**src/rtl/mem_port_arbiter_if.sv**
```systemverilog
// Bus bundle shared by the two requesters, the arbiter and the single memory port.
// The slave modport is the arbiter's view; master is the requester/memory side.
interface mem_port_arbiter_if #(
  parameter int DATA_WIDTH    = 32,
  parameter int ADDRESS_WIDTH = 32,
  parameter int MSG_BITS      = 3
);
  logic [2*MSG_BITS-1:0]      req_msg;
  logic [2*ADDRESS_WIDTH-1:0] req_address;
  logic [2*DATA_WIDTH-1:0]    req_data;
  logic [2*MSG_BITS-1:0]      resp_msg;
  logic [2*ADDRESS_WIDTH-1:0] resp_address;
  logic [2*DATA_WIDTH-1:0]    resp_data;
  logic [MSG_BITS-1:0]        mem_msg_out;
  logic [ADDRESS_WIDTH-1:0]   mem_address_out;
  logic [DATA_WIDTH-1:0]      mem_data_out;
  logic [MSG_BITS-1:0]        mem_msg_in;
  logic [ADDRESS_WIDTH-1:0]   mem_address_in;
  logic [DATA_WIDTH-1:0]      mem_data_in;

  modport slave (
    input  req_msg, req_address, req_data,
    input  mem_msg_in, mem_address_in, mem_data_in,
    output resp_msg, resp_address, resp_data,
    output mem_msg_out, mem_address_out, mem_data_out
  );

  modport master (
    output req_msg, req_address, req_data,
    output mem_msg_in, mem_address_in, mem_data_in,
    input  resp_msg, resp_address, resp_data,
    input  mem_msg_out, mem_address_out, mem_data_out
  );
endinterface

```
**src/rtl/mem_port_arbiter.sv**
```systemverilog
// Round-robin arbiter sharing one memory port between two requesters, one transaction in flight.
// Define MEM_ARB_TIMEOUT_EN to add a watchdog that aborts unanswered transactions with MSG_ERR.
module mem_port_arbiter #(
  parameter int DATA_WIDTH     = 32,
  parameter int ADDRESS_WIDTH  = 32,
  parameter int MSG_BITS       = 3,
  parameter int MSG_NO_REQ     = 0,
  parameter int MSG_READ       = 1,
  parameter int MSG_WRITE      = 2,
  parameter int MSG_RESP       = 3,
  parameter int MSG_ACK        = 4,
  parameter int MSG_ERR        = 7,
  parameter int TIMEOUT_BITS   = 8,
  parameter int TIMEOUT_CYCLES = 200
) (
  input  logic              clock,
  input  logic              reset,
  mem_port_arbiter_if.slave bus,
  output logic [1:0]        grant,
  output logic              busy,
  output logic              timeout_err
);

  localparam logic [MSG_BITS-1:0] NO_REQ_CODE = MSG_BITS'(MSG_NO_REQ);
  localparam logic [MSG_BITS-1:0] READ_CODE   = MSG_BITS'(MSG_READ);
  localparam logic [MSG_BITS-1:0] WRITE_CODE  = MSG_BITS'(MSG_WRITE);
  localparam logic [MSG_BITS-1:0] RESP_CODE   = MSG_BITS'(MSG_RESP);
  localparam logic [MSG_BITS-1:0] ACK_CODE    = MSG_BITS'(MSG_ACK);

  if (TIMEOUT_CYCLES < 1 || TIMEOUT_CYCLES > (1 << TIMEOUT_BITS) - 1) begin : g_bad_timeout
    $error("TIMEOUT_CYCLES does not fit in TIMEOUT_BITS");
  end
  if (MSG_ERR >= (1 << MSG_BITS)) begin : g_bad_err_code
    $error("MSG_ERR does not fit in MSG_BITS");
  end

  typedef enum logic [1:0] {IDLE, BUSY, RESP} state_t;

  state_t                   state;
  logic                     ptr;    // requester favoured on the next conflict
  logic                     owner;  // requester that holds the current grant
  logic [MSG_BITS-1:0]      mem_msg_q;
  logic [ADDRESS_WIDTH-1:0] mem_address_q;
  logic [DATA_WIDTH-1:0]    mem_data_q;
  logic [MSG_BITS-1:0]      resp_msg_q     [2];
  logic [ADDRESS_WIDTH-1:0] resp_address_q [2];
  logic [DATA_WIDTH-1:0]    resp_data_q    [2];

  logic [MSG_BITS-1:0]      req_msg_a      [2];
  logic [ADDRESS_WIDTH-1:0] req_address_a  [2];
  logic [DATA_WIDTH-1:0]    req_data_a     [2];
  logic [1:0]               requesting;
  logic                     winner;
  logic                     mem_done;

`ifdef MEM_ARB_TIMEOUT_EN
  localparam logic [TIMEOUT_BITS-1:0] WD_LAST  = TIMEOUT_BITS'(TIMEOUT_CYCLES - 1);
  localparam logic [MSG_BITS-1:0]     ERR_CODE = MSG_BITS'(MSG_ERR);
  logic [TIMEOUT_BITS-1:0] wd_count;
  logic                    timeout_q;
  assign timeout_err = timeout_q;
`else
  assign timeout_err = 1'b0;
`endif

  assign req_msg_a[0]     = bus.req_msg[MSG_BITS-1:0];
  assign req_msg_a[1]     = bus.req_msg[2*MSG_BITS-1:MSG_BITS];
  assign req_address_a[0] = bus.req_address[ADDRESS_WIDTH-1:0];
  assign req_address_a[1] = bus.req_address[2*ADDRESS_WIDTH-1:ADDRESS_WIDTH];
  assign req_data_a[0]    = bus.req_data[DATA_WIDTH-1:0];
  assign req_data_a[1]    = bus.req_data[2*DATA_WIDTH-1:DATA_WIDTH];

  always_comb begin
    // NOTE: every variable gets a value on every pass, so no latch can be inferred.
    requesting = '0;
    for (int i = 0; i < 2; i++) begin
      requesting[i] = (req_msg_a[i] == READ_CODE) || (req_msg_a[i] == WRITE_CODE);
    end
    winner   = (&requesting) ? ptr : requesting[1];
    mem_done = (bus.mem_msg_in == RESP_CODE) || (bus.mem_msg_in == ACK_CODE);
  end

  always_ff @(posedge clock or negedge reset) begin
    if (!reset) begin
      state         <= IDLE;
      ptr           <= 1'b0;
      owner         <= 1'b0;
      grant         <= 2'b00;
      busy          <= 1'b0;
      mem_msg_q     <= NO_REQ_CODE;
      mem_address_q <= '0;
      mem_data_q    <= '0;
      // NOTE: the response slots drive outputs directly, so this small array is reset too.
      for (int i = 0; i < 2; i++) begin
        resp_msg_q[i]     <= NO_REQ_CODE;
        resp_address_q[i] <= '0;
        resp_data_q[i]    <= '0;
      end
`ifdef MEM_ARB_TIMEOUT_EN
      wd_count  <= '0;
      timeout_q <= 1'b0;
`endif
    end else begin
      // NOTE: non-blocking assignments keep every register updating from pre-edge values.
      unique case (state)
        IDLE: begin
          if (|requesting) begin
            mem_msg_q     <= req_msg_a[winner];
            mem_address_q <= req_address_a[winner];
            mem_data_q    <= req_data_a[winner];
            owner         <= winner;
            grant         <= winner ? 2'b10 : 2'b01;
            busy          <= 1'b1;
            ptr           <= ~winner;
`ifdef MEM_ARB_TIMEOUT_EN
            wd_count      <= '0;
`endif
            state         <= BUSY;
          end
        end

        BUSY: begin
          if (mem_done) begin
            resp_msg_q[owner]     <= bus.mem_msg_in;
            resp_address_q[owner] <= bus.mem_address_in;
            resp_data_q[owner]    <= bus.mem_data_in;
            mem_msg_q             <= NO_REQ_CODE;
            mem_address_q         <= '0;
            mem_data_q            <= '0;
            state                 <= RESP;
          end
`ifdef MEM_ARB_TIMEOUT_EN
          else if (wd_count == WD_LAST) begin
            // Abort: the requester sees MSG_ERR at the address it asked for.
            resp_msg_q[owner]     <= ERR_CODE;
            resp_address_q[owner] <= mem_address_q;
            resp_data_q[owner]    <= '0;
            mem_msg_q             <= NO_REQ_CODE;
            mem_address_q         <= '0;
            mem_data_q            <= '0;
            timeout_q             <= 1'b1;
            state                 <= RESP;
          end else begin
            wd_count <= wd_count + 1'b1;
          end
`endif
        end

        RESP: begin
          for (int i = 0; i < 2; i++) begin
            resp_msg_q[i]     <= NO_REQ_CODE;
            resp_address_q[i] <= '0;
            resp_data_q[i]    <= '0;
          end
          grant <= 2'b00;
          busy  <= 1'b0;
          state <= IDLE;
        end

        default: state <= IDLE;
      endcase
    end
  end

  assign bus.mem_msg_out     = mem_msg_q;
  assign bus.mem_address_out = mem_address_q;
  assign bus.mem_data_out    = mem_data_q;
  assign bus.resp_msg        = {resp_msg_q[1], resp_msg_q[0]};
  assign bus.resp_address    = {resp_address_q[1], resp_address_q[0]};
  assign bus.resp_data       = {resp_data_q[1], resp_data_q[0]};

endmodule

```
**src/flat_wrapper.sv**
```systemverilog
// flat-port wrapper written by rule: the top's interface ports become plain ports
module mem_port_arbiter_flat 
#(
  parameter int DATA_WIDTH     = 32,
  parameter int ADDRESS_WIDTH  = 32,
  parameter int MSG_BITS       = 3,
  parameter int MSG_NO_REQ     = 0,
  parameter int MSG_READ       = 1,
  parameter int MSG_WRITE      = 2,
  parameter int MSG_RESP       = 3,
  parameter int MSG_ACK        = 4,
  parameter int MSG_ERR        = 7,
  parameter int TIMEOUT_BITS   = 8,
  parameter int TIMEOUT_CYCLES = 200
)
  (clock, reset, grant, busy, timeout_err, bus_req_msg, bus_req_address, bus_req_data, bus_mem_msg_in, bus_mem_address_in, bus_mem_data_in, bus_resp_msg, bus_resp_address, bus_resp_data, bus_mem_msg_out, bus_mem_address_out, bus_mem_data_out);
  mem_port_arbiter_if #(.DATA_WIDTH(DATA_WIDTH), .ADDRESS_WIDTH(ADDRESS_WIDTH), .MSG_BITS(MSG_BITS)) bus_i ();
  input  logic clock;
  input  logic reset;
  output logic [1:0] grant;
  output logic busy;
  output logic timeout_err;
  input wire logic [$bits(bus_i.req_msg)-1:0] bus_req_msg;
  input wire logic [$bits(bus_i.req_address)-1:0] bus_req_address;
  input wire logic [$bits(bus_i.req_data)-1:0] bus_req_data;
  input wire logic [$bits(bus_i.mem_msg_in)-1:0] bus_mem_msg_in;
  input wire logic [$bits(bus_i.mem_address_in)-1:0] bus_mem_address_in;
  input wire logic [$bits(bus_i.mem_data_in)-1:0] bus_mem_data_in;
  output wire logic [$bits(bus_i.resp_msg)-1:0] bus_resp_msg;
  output wire logic [$bits(bus_i.resp_address)-1:0] bus_resp_address;
  output wire logic [$bits(bus_i.resp_data)-1:0] bus_resp_data;
  output wire logic [$bits(bus_i.mem_msg_out)-1:0] bus_mem_msg_out;
  output wire logic [$bits(bus_i.mem_address_out)-1:0] bus_mem_address_out;
  output wire logic [$bits(bus_i.mem_data_out)-1:0] bus_mem_data_out;
  assign bus_i.req_msg = bus_req_msg;
  assign bus_i.req_address = bus_req_address;
  assign bus_i.req_data = bus_req_data;
  assign bus_i.mem_msg_in = bus_mem_msg_in;
  assign bus_i.mem_address_in = bus_mem_address_in;
  assign bus_i.mem_data_in = bus_mem_data_in;
  assign bus_resp_msg = bus_i.resp_msg;
  assign bus_resp_address = bus_i.resp_address;
  assign bus_resp_data = bus_i.resp_data;
  assign bus_mem_msg_out = bus_i.mem_msg_out;
  assign bus_mem_address_out = bus_i.mem_address_out;
  assign bus_mem_data_out = bus_i.mem_data_out;
  mem_port_arbiter #(.DATA_WIDTH(DATA_WIDTH), .ADDRESS_WIDTH(ADDRESS_WIDTH), .MSG_BITS(MSG_BITS), .MSG_NO_REQ(MSG_NO_REQ), .MSG_READ(MSG_READ), .MSG_WRITE(MSG_WRITE), .MSG_RESP(MSG_RESP), .MSG_ACK(MSG_ACK), .MSG_ERR(MSG_ERR), .TIMEOUT_BITS(TIMEOUT_BITS), .TIMEOUT_CYCLES(TIMEOUT_CYCLES)) u_core (.clock(clock), .reset(reset), .bus(bus_i), .grant(grant), .busy(busy), .timeout_err(timeout_err));
endmodule
```
**config.mk**
```make
export PLATFORM = sky130hd
export DESIGN_NAME = mem_port_arbiter_flat
export DESIGN_NICKNAME = d
export VERILOG_FILES = /design/src/rtl/mem_port_arbiter_if.sv /design/src/rtl/mem_port_arbiter.sv /design/src/flat_wrapper.sv
export SDC_FILE = /design/constraint.sdc
export NUM_CORES = 1
export LEC_CHECK = 0
export CAP_MARGIN = 20
export CORE_AREA = 2 2 157 159
export DETAILED_ROUTE_END_ITERATION = 8
export DIE_AREA = 0 0 159 161
export PLACE_DENSITY = 0.74
export SKIP_LAST_GASP = 1
export SLEW_MARGIN = 20
export SYNTH_ARGS = -nofsm -noshare
export SYNTH_HDL_FRONTEND = slang
export SYNTH_SLANG_ARGS = --single-unit
```
**constraint.sdc**
```tcl
create_clock -name clock -period 2.1 [get_ports clock]
set_clock_uncertainty 0.2 [all_clocks]
set_input_delay 0.63 -clock clock [delete_from_list [all_inputs] [get_ports clock]]
set_output_delay 0.63 -clock clock [all_outputs]
set_load 0.005 [all_outputs]
```
==> impl_results.html <==
<table>
<tr><th>Metric</th><th>Value</th></tr>
<tr><th colspan="2">Status</th></tr>
<tr><td>Outcome</td><td>complete, no violations</td></tr>
<tr><th colspan="2">Layout</th></tr>
<tr><td>Layout cell share with drive strength beyond 1</td><td>10.6%</td></tr>
<tr><td>P&amp;R area growth vs syn</td><td>66.3%</td></tr>
<tr><td>Final instance area</td><td>14700 um2</td></tr>
<tr><td>Most common cell after layout, fill and taps aside</td><td>sky130_fd_sc_hd__nand2_1</td></tr>
<tr><td>Area of the multi-input gates</td><td>3330 um2</td></tr>
<tr><td>Layout fillers</td><td>2078</td></tr>
<tr><td>Highest-count cells in the layout ignoring fill and taps</td><td>334 x sky130_fd_sc_hd__nand2_1, 208 x sky130_fd_sc_hd__dlygate4sd2_1, 208 x sky130_fd_sc_hd__dfrtp_1</td></tr>
<tr><td>Sequential Area</td><td>5200 um2</td></tr>
<tr><td>Final net count</td><td>1633</td></tr>
<tr><td>Number of inserted diodes</td><td>0</td></tr>
<tr><th colspan="2">CTS</th></tr>
<tr><td>Clock tree from TritonCTS</td><td>built</td></tr>
<tr><td>CTS clk-pin slew, worst paths</td><td>60 ps</td></tr>
<tr><td>Count of clock tree sinks</td><td>208</td></tr>
<tr><td>Latest clock arrival within the worst-skew pair</td><td>520 ps</td></tr>
<tr><td>Root Driver</td><td>sky130_fd_sc_hd__clkbuf_16</td></tr>
<tr><td>CTS max path bufs</td><td>3</td></tr>
<tr><td>Total CTS buffers</td><td>23</td></tr>
<tr><td>H-Tree Level Count</td><td>1</td></tr>
<tr><th colspan="2">Power and ir drop</th></tr>
<tr><td>Maximum vdd ir drop</td><td>0.648 mV</td></tr>
<tr><td>Leakage Power</td><td>7.03 nW</td></tr>
<tr><td>PD cells</td><td>1240 nW/um2</td></tr>
<tr><td>Overall power</td><td>18.2 mW</td></tr>
<tr><th colspan="2">Die</th></tr>
<tr><td>Top Ports</td><td>408</td></tr>
<tr><td>Die footprint</td><td>25600 um2</td></tr>
<tr><td>Die H</td><td>161 um</td></tr>
<tr><td>DIE WIDTH</td><td>159 um</td></tr>
<tr><td>Effective utilization at floorplan</td><td>36.9%</td></tr>
<tr><td>FP Rows</td><td>57</td></tr>
<tr><td>Core area</td><td>24000 um2</td></tr>
<tr><th colspan="2">Timing</th></tr>
<tr><td>Fmax achieved</td><td>0.481 GHz</td></tr>
<tr><td>Ratio of final minimum period to clock period</td><td>98.9%</td></tr>
<tr><td>Final setup vio count</td><td>0</td></tr>
<tr><td>Setup repair after global routing missed its margin</td><td>true</td></tr>
<tr><td>Clock period minus final worst setup slack</td><td>2080 ps</td></tr>
<tr><td>Count of final hold-check violations</td><td>0</td></tr>
<tr><td>Pins Over Slew Limit</td><td>0</td></tr>
<tr><th colspan="2">Global routing</th></tr>
<tr><td>Number of global-route vias before repair</td><td>8855</td></tr>
<tr><td>First-pass GRT wire length</td><td>47.3 mm</td></tr>
<tr><td>Grt ovf</td><td>0</td></tr>
<tr><td>Number of antenna violations at the first check in global routing</td><td>0</td></tr>
<tr><td>Largest net degree at the start of global routing</td><td>48</td></tr>
<tr><td>Overall routing resource usage</td><td>22.8%</td></tr>
<tr><th colspan="2">Setup path</th></tr>
<tr><td>Worst setup startpoint</td><td>bus_mem_msg_in[1]</td></tr>
<tr><td>Reg-to-reg critical path startpoint</td><td>u_core.state[1]$_DFFE_PN0P_</td></tr>
<tr><td>Critical Path Source Type</td><td>input pin</td></tr>
<tr><td>Largest fanout on the critical path</td><td>9</td></tr>
<tr><td>Data arrival, critical path</td><td>2290 ps</td></tr>
<tr><td>Category of the worst setup path capture point</td><td>flip-flop</td></tr>
<tr><td>Crit path required time</td><td>2310 ps</td></tr>
<tr><td>Crit Path Category</td><td>in2reg</td></tr>
<tr><th colspan="2">Synth</th></tr>
<tr><td>Count of distinct cell types in the synthesized netlist</td><td>32</td></tr>
<tr><td>Number of standard cells after synthesis</td><td>984</td></tr>
<tr><td>Number of nets produced by synthesis</td><td>1187</td></tr>
<tr><td>Seq/Total Area, Yosys</td><td>58.8%</td></tr>
<tr><td>Average instance area after synthesis</td><td>8.99 um2</td></tr>
<tr><td>Number of synthesized register bits</td><td>208</td></tr>
<tr><td>Number of warning messages in the yosys log</td><td>0</td></tr>
<tr><td>Post-synthesis instance area</td><td>8850 um2</td></tr>
<tr><th colspan="2">Hold path</th></tr>
<tr><td>Hold path startpoint</td><td>u_core.busy$_DFFE_PN0P_</td></tr>
<tr><td>Worst min-delay path category</td><td>reg2reg</td></tr>
<tr><th colspan="2">Placed design</th></tr>
<tr><td>Port-buffer cells</td><td>406</td></tr>
<tr><td>Post-placement cell area</td><td>13800 um2</td></tr>
<tr><td>Placed wire-length estimate after detailed placement</td><td>22.0 mm</td></tr>
<tr><td>Placer congestion estimate</td><td>0.879</td></tr>
<tr><th colspan="2">Detailed routing</th></tr>
<tr><td>DR pass1 iterations</td><td>5</td></tr>
<tr><td>WL per Instance</td><td>17.1 um</td></tr>
<tr><td>Number of DRC violations after detailed routing</td><td>0</td></tr>
<tr><td>Total wire length after detailed routing</td><td>30.3 mm</td></tr>
<tr><td>Vias after detailed routing</td><td>8802</td></tr>
<tr><td>Count of antenna-violating nets left after detailed routing</td><td>0</td></tr>
<tr><td>Via-to-Cell Ratio</td><td>4.98</td></tr>
<tr><td>DR iter-0 viols</td><td>595</td></tr>
<tr><th colspan="2">Job</th></tr>
<tr><td>Number of max-cap violations</td><td>0</td></tr>
</table>
## logic make-up (layout without fill, tap and decap cells)
logic type      after synthesis  count (layout)  synth area share, %
compound gates              278             278                 18.3
xor+xnor                      3               3                0.297
buf+inv                      82             543                 4.74
flops                       208             208                 58.8
other cells                   1               1               0.0424
simple gates                412             412                 17.8
## report_power, final
part	leakage [nW]	total [mW]	internal [mW]	switching, mW
clock network	0.381	4.06	2.39	1.67
logic	4.00	7.30	3.87	3.43
registers	2.65	6.85	5.86	0.986
total	7.03	18.2	12.1	6.09
## area by class of cell
type | count | share of cell area (%)
inverters | 3 | 0.0765
repair buffers | 500 | 34.0
well taps | 324 | 2.75
clock inverters | 7 | 0.536
multi-input cells | 694 | 22.6
clock buffers | 33 | 4.64
flip-flops and latches | 208 | 35.4
## path summary, 6_finish.rpt
check                                                         end  slack, ps  depth (start not counted)
hold reg to reg                           u_core.busy$_DFFE_PN0P_        280                          2
min in group asynchronous  u_core.bus.mem_data_out[0]$_DFFE_PN0P_        430                          2
setup / recovery             u_core.bus.resp_data[16]$_DFFE_PN0P_         20                          7
hold / removal                            u_core.busy$_DFFE_PN0P_        280                          2
setup reg to reg             u_core.bus.resp_data[16]$_DFFE_PN0P_        110                          6
max in group asynchronous    u_core.bus.resp_data[37]$_DFFE_PN0P_        710                          3
## sequential cells by signal, summed over array words and instances (netlist names)
| register | flops |
|---|---|
| u_core.state | 2 |
| u_core.bus.resp_data | 64 |
| u_core.owner | 1 |
| u_core.ptr | 1 |
| u_core.bus.mem_address_out | 32 |
| u_core.bus.resp_msg | 6 |
| u_core.bus.resp_address | 64 |
| u_core.grant | 2 |
| u_core.bus.mem_data_out | 32 |
| u_core.busy | 1 |
| u_core.bus.mem_msg_out | 3 |
## metal layers
layer	wire (um)	global-route usage (%)
met3	2480	5.73
met4	1170	8.76
met5	0	0
met2	15200	40.8
met1	11400	26.4
## per-stage QoR
stage          setup WS, ps  utilization (%)  instances  hold slack [ps]  TNS [ps]
2_1_floorplan          4.80                -        984              134         0
3_3_place_gp           -543             57.8       1704              263    -99540
3_5_place_dp           -596             57.8       1704              270   -105750
4_1_cts                5.05             61.0       1766              281         0
5_1_grt               -35.1             61.4       1769              306      -266
6_report               22.1             61.4       1769              280         0
## timing repair
action / CTS / global route
pin swaps: 2 / 9
setup buffers: 18 / 3
cloned: 3 / 0
endpoints found under the hold margin: 35 / 0
hold buffers: 1 / 0
setup endpoints to repair: 245 / 55
resized for setup: 214 / 16
## synthesized netlist by cell type
library cell	count	area share, %
sky130_fd_sc_hd__o211ai_2	1	0.14
sky130_fd_sc_hd__nand2_1	334	14
sky130_fd_sc_hd__o211a_1	1	0.11
sky130_fd_sc_hd__nand3_1	3	0.17
sky130_fd_sc_hd__o21ai_0	88	5.0
sky130_fd_sc_hd__nor3_1	2	0.11
sky130_fd_sc_hd__clkbuf_1	47	2.0
sky130_fd_sc_hd__conb_1	1	0.042
sky130_fd_sc_hd__a2bb2o_1	1	0.11
sky130_fd_sc_hd__a31oi_1	1	0.071
sky130_fd_sc_hd__a22o_1	2	0.20
sky130_fd_sc_hd__o21ai_1	49	2.8
sky130_fd_sc_hd__or3_1	1	0.071
sky130_fd_sc_hd__and2_1	1	0.071
sky130_fd_sc_hd__a211oi_4	2	0.45
sky130_fd_sc_hd__a211oi_1	65	5.5
sky130_fd_sc_hd__o21a_1	1	0.085
sky130_fd_sc_hd__a22oi_1	1	0.085
sky130_fd_sc_hd__nand2b_1	2	0.14
sky130_fd_sc_hd__xnor2_1	1	0.099
sky130_fd_sc_hd__buf_4	11	0.93
sky130_fd_sc_hd__or2_2	1	0.071
sky130_fd_sc_hd__buf_2	14	0.79
sky130_fd_sc_hd__or3b_4	1	0.13
sky130_fd_sc_hd__inv_1	3	0.13
sky130_fd_sc_hd__a21oi_1	65	3.7
sky130_fd_sc_hd__xor2_1	2	0.20
sky130_fd_sc_hd__nor2_1	66	2.8
sky130_fd_sc_hd__buf_6	7	0.89
sky130_fd_sc_hd__o22a_1	1	0.099
sky130_fd_sc_hd__dfrtp_1	208	59
sky130_fd_sc_hd__nand3b_1	1	0.085
## critical path, stage by stage
cell,delay (ps)
sky130_fd_sc_hd__dlygate4sd2_1,260
sky130_fd_sc_hd__or3b_4,460
sky130_fd_sc_hd__a211oi_4,320
sky130_fd_sc_hd__buf_12,180
sky130_fd_sc_hd__bufbuf_16,260
sky130_fd_sc_hd__nand2_1,50
sky130_fd_sc_hd__o21ai_1,120
Note: power is estimated with default switching activity, not from simulation.
==> RTL change, RTL diff (same settings) <==
`MSG_NO_REQ` is set to 0 in 2 places; all go to 1.
--- a/src/rtl/mem_port_arbiter.sv
+++ b/src/rtl/mem_port_arbiter.sv
@@ -4,7 +4,7 @@
   parameter int DATA_WIDTH     = 32,
   parameter int ADDRESS_WIDTH  = 32,
   parameter int MSG_BITS       = 3,
-  parameter int MSG_NO_REQ     = 0,
+  parameter int MSG_NO_REQ     = 1,
   parameter int MSG_READ       = 1,
   parameter int MSG_WRITE      = 2,
   parameter int MSG_RESP       = 3,
--- a/src/flat_wrapper.sv
+++ b/src/flat_wrapper.sv
@@ -4,7 +4,7 @@
   parameter int DATA_WIDTH     = 32,
   parameter int ADDRESS_WIDTH  = 32,
   parameter int MSG_BITS       = 3,
-  parameter int MSG_NO_REQ     = 0,
+  parameter int MSG_NO_REQ     = 1,
   parameter int MSG_READ       = 1,
   parameter int MSG_WRITE      = 2,
   parameter int MSG_RESP       = 3,
Function: changed (a bounded check fails within 4 cycles, from zero or initial values and one cycle with reset low).
==> RTL change against the original RTL <==
- sequential cell count is the same
- area after synthesis grew 0.33%
- total power shrank 4.2%
- design area shrank 0.19%
- routed wire length grew 3.2%
- synthesized cell count grew 0.41%
- critical endpoint is now u_core.bus.mem_address_out[27]$_DFFE_PN0P_
- largest power group is now registers
- cell count grew 0.51%
- setup slack gained 0.021 ns
==> RTL change: results (changes against the original RTL) <==
[hold_path]
worstHoldPathType=reg2reg
min_from=u_core.bus.mem_msg_out[1]$_DFFE_PN0P_

[placed_design]
place_hpwl_mm=21.17  ; -3.7%
gp_congestion=0.8564  ; -2.6%
io_buffers=406  ; unchanged
placed_cells=1704  ; unchanged

[power_and_ir_drop]
peakVddDrop_mv=0.5826  ; -10%
cell_internal_pwr_mw=11.72  ; -3.4%
power_leakage_nw=6.951  ; -1.1%

[global_routing]
antenna_found_initial=2  ; +2
grt_usage=0.2332  ; +0.005204
grt_max_degree=53  ; +10%
grt_pass1_wl_mm=47.93  ; +1.4%

[worst_setup_path]
critPathArrivalTime_ns=2.25  ; -0.04 ns
crit_type=reg2reg
cp_max_fo=26  ; +17
slowest_stage=dfrtp_1
critical_path.top_delay_family=compound AO/OA/AOI/OAI gates
cpPeakStageDelay_ns=0.40  ; -0.06 ns
rr_startpoint=u_core.state[1]$_DFFE_PN0P_

[clock_tree]
cts_root_buffer=clkbuf_16
clk_path_buf_depth=3  ; unchanged
path_clk_slew_ns=0.06  ; about the same
insertion_delay_ns=0.51
numCtsBuffers=22  ; -4.3%
cts.htree.levels=1  ; unchanged

[synth]
yosysWarningCount=0  ; unchanged
yosys-top-cells-area=dfrtp_1 58%, nand2_1 17%, a311oi_1 6.3%
seq_area_frac_synth=0.5867  ; -0.001484
synth_cell_types=39  ; +22%
async_flop_share=1.000  ; unchanged
synth.net_count=1191  ; +0.34%
synth-main-ff-cell=dfrtp_1
synth_compound_area_frac=0.1545  ; -0.02850
synth-xor-area-share=0.002959  ; -0.000009623
synth_cells=988  ; +0.41%
synth_commonest_cells=395 x nand2_1, 205 x dfrtp_1, 105 x o21ai_0
synth_mux_area_frac=0  ; unchanged
synth_fa_ha_area_frac=0  ; unchanged

[finish]
final_nets=1639  ; +0.37%
final_layout_size_suffix_gt1_frac=0.1123  ; +0.006377
fin_cells=1778  ; +0.51%

[drt]
vias=8856  ; +0.61%
first_pass_iters=5  ; unchanged
drt_wl_total_mm=31.25  ; +3.2%
initialDrtViolationCount=685  ; +15%

[run_status]
status=finished clean

-- RTL change: changes by cell type after synthesis, sizes merged, moves of 2 or more --
cell / before / now
clkbuf: 47 / 35
a22o: 2 / 0
dfstp: 0 / 3
a211oi: 67 / 2
o22ai: 0 / 2
a311oi: 0 / 64
buf: 32 / 45
nand2: 334 / 395
o21ai: 137 / 135
a21o: 0 / 2
dfrtp: 208 / 205
a21oi: 65 / 2
nor2: 66 / 68
-- RTL change: area by class of cell --
class	count	area [um^2]
Multi-Input combinational cell	697	3388
Inverter	3	11.26
Tap cell	324	405.4
Sequential cell	208	5209
Timing Repair Buffer	504	4979
Clock inverter	6	47.55
Clock buffer	34	645.6
Fill cell	2134	9273
Antenna cell	2	5.005
-- RTL change: metrics by stage --
step                setup TNS [ns]  setup slack, ns  instance area, um^2  hold WS [ns]
floorplan                        0         0.007891                 8879        0.1344
global placement           -105.21          -0.5684                13730        0.2596
detailed placement         -112.50          -0.6624                13730        0.2690
CTS                       -0.09106         -0.07660                14510        0.2795
global route              -0.05491         -0.03160                14690        0.2997
finish                           0          0.04336                14690        0.2767
-- RTL change: power by group through the flow --
stage | combinational, mW | sequential [mW] | clock (mW)
after global placement | 7.54 | 7.00 | 0
final | 6.79 | 6.92 | 3.74
after floorplan | 2.24 | 7.07 | 0
after global routing | 7.48 | 7.15 | 3.98
after CTS | 6.73 | 6.93 | 3.82
after detailed placement | 7.69 | 7.03 | 0
-- RTL change: kinds of logic after synthesis --
logic type | count (synthesis)
AO/OA/AOI/OAI | 214
AND/OR/NAND/NOR | 479
flip-flops | 208
other | 1
buffers and inverters | 83
XOR/XNOR | 3
-- RTL change: timing repair --
item                                   CTS  global route
endpoints found under the hold margin   36             0
gates resized for setup                225            26
buffers inserted                        22             0
gates cloned                             7             2
pin swaps                                6             8
hold buffers                             1             0
setup endpoints to repair              352            68
-- RTL change: path summary, 6_finish.rpt --
path | end | slack (ns) | cells past startpoint
max reg2reg | u_core.bus.mem_address_out[27]$_DFFE_PN0P_ | 0.04 | 6
min | u_core.bus.mem_msg_out[1]$_DFFE_PN0P_ | 0.28 | 1
max | u_core.bus.mem_address_out[27]$_DFFE_PN0P_ | 0.04 | 6
min reg2reg | u_core.bus.mem_msg_out[1]$_DFFE_PN0P_ | 0.28 | 1
max in group asynchronous | u_core.bus.resp_msg[0]$_DFFE_PN1P_ | 0.63 | 3
min in group asynchronous | u_core.bus.resp_address[18]$_DFFE_PN0P_ | 0.43 | 2
-- RTL change: layer usage --
layer | routed length (um) | track usage
met1 | 12070 | 0.2800
met2 | 15500 | 0.4093
met3 | 2773 | 0.06215
met4 | 905 | 0.07603
met5 | 0 | 0
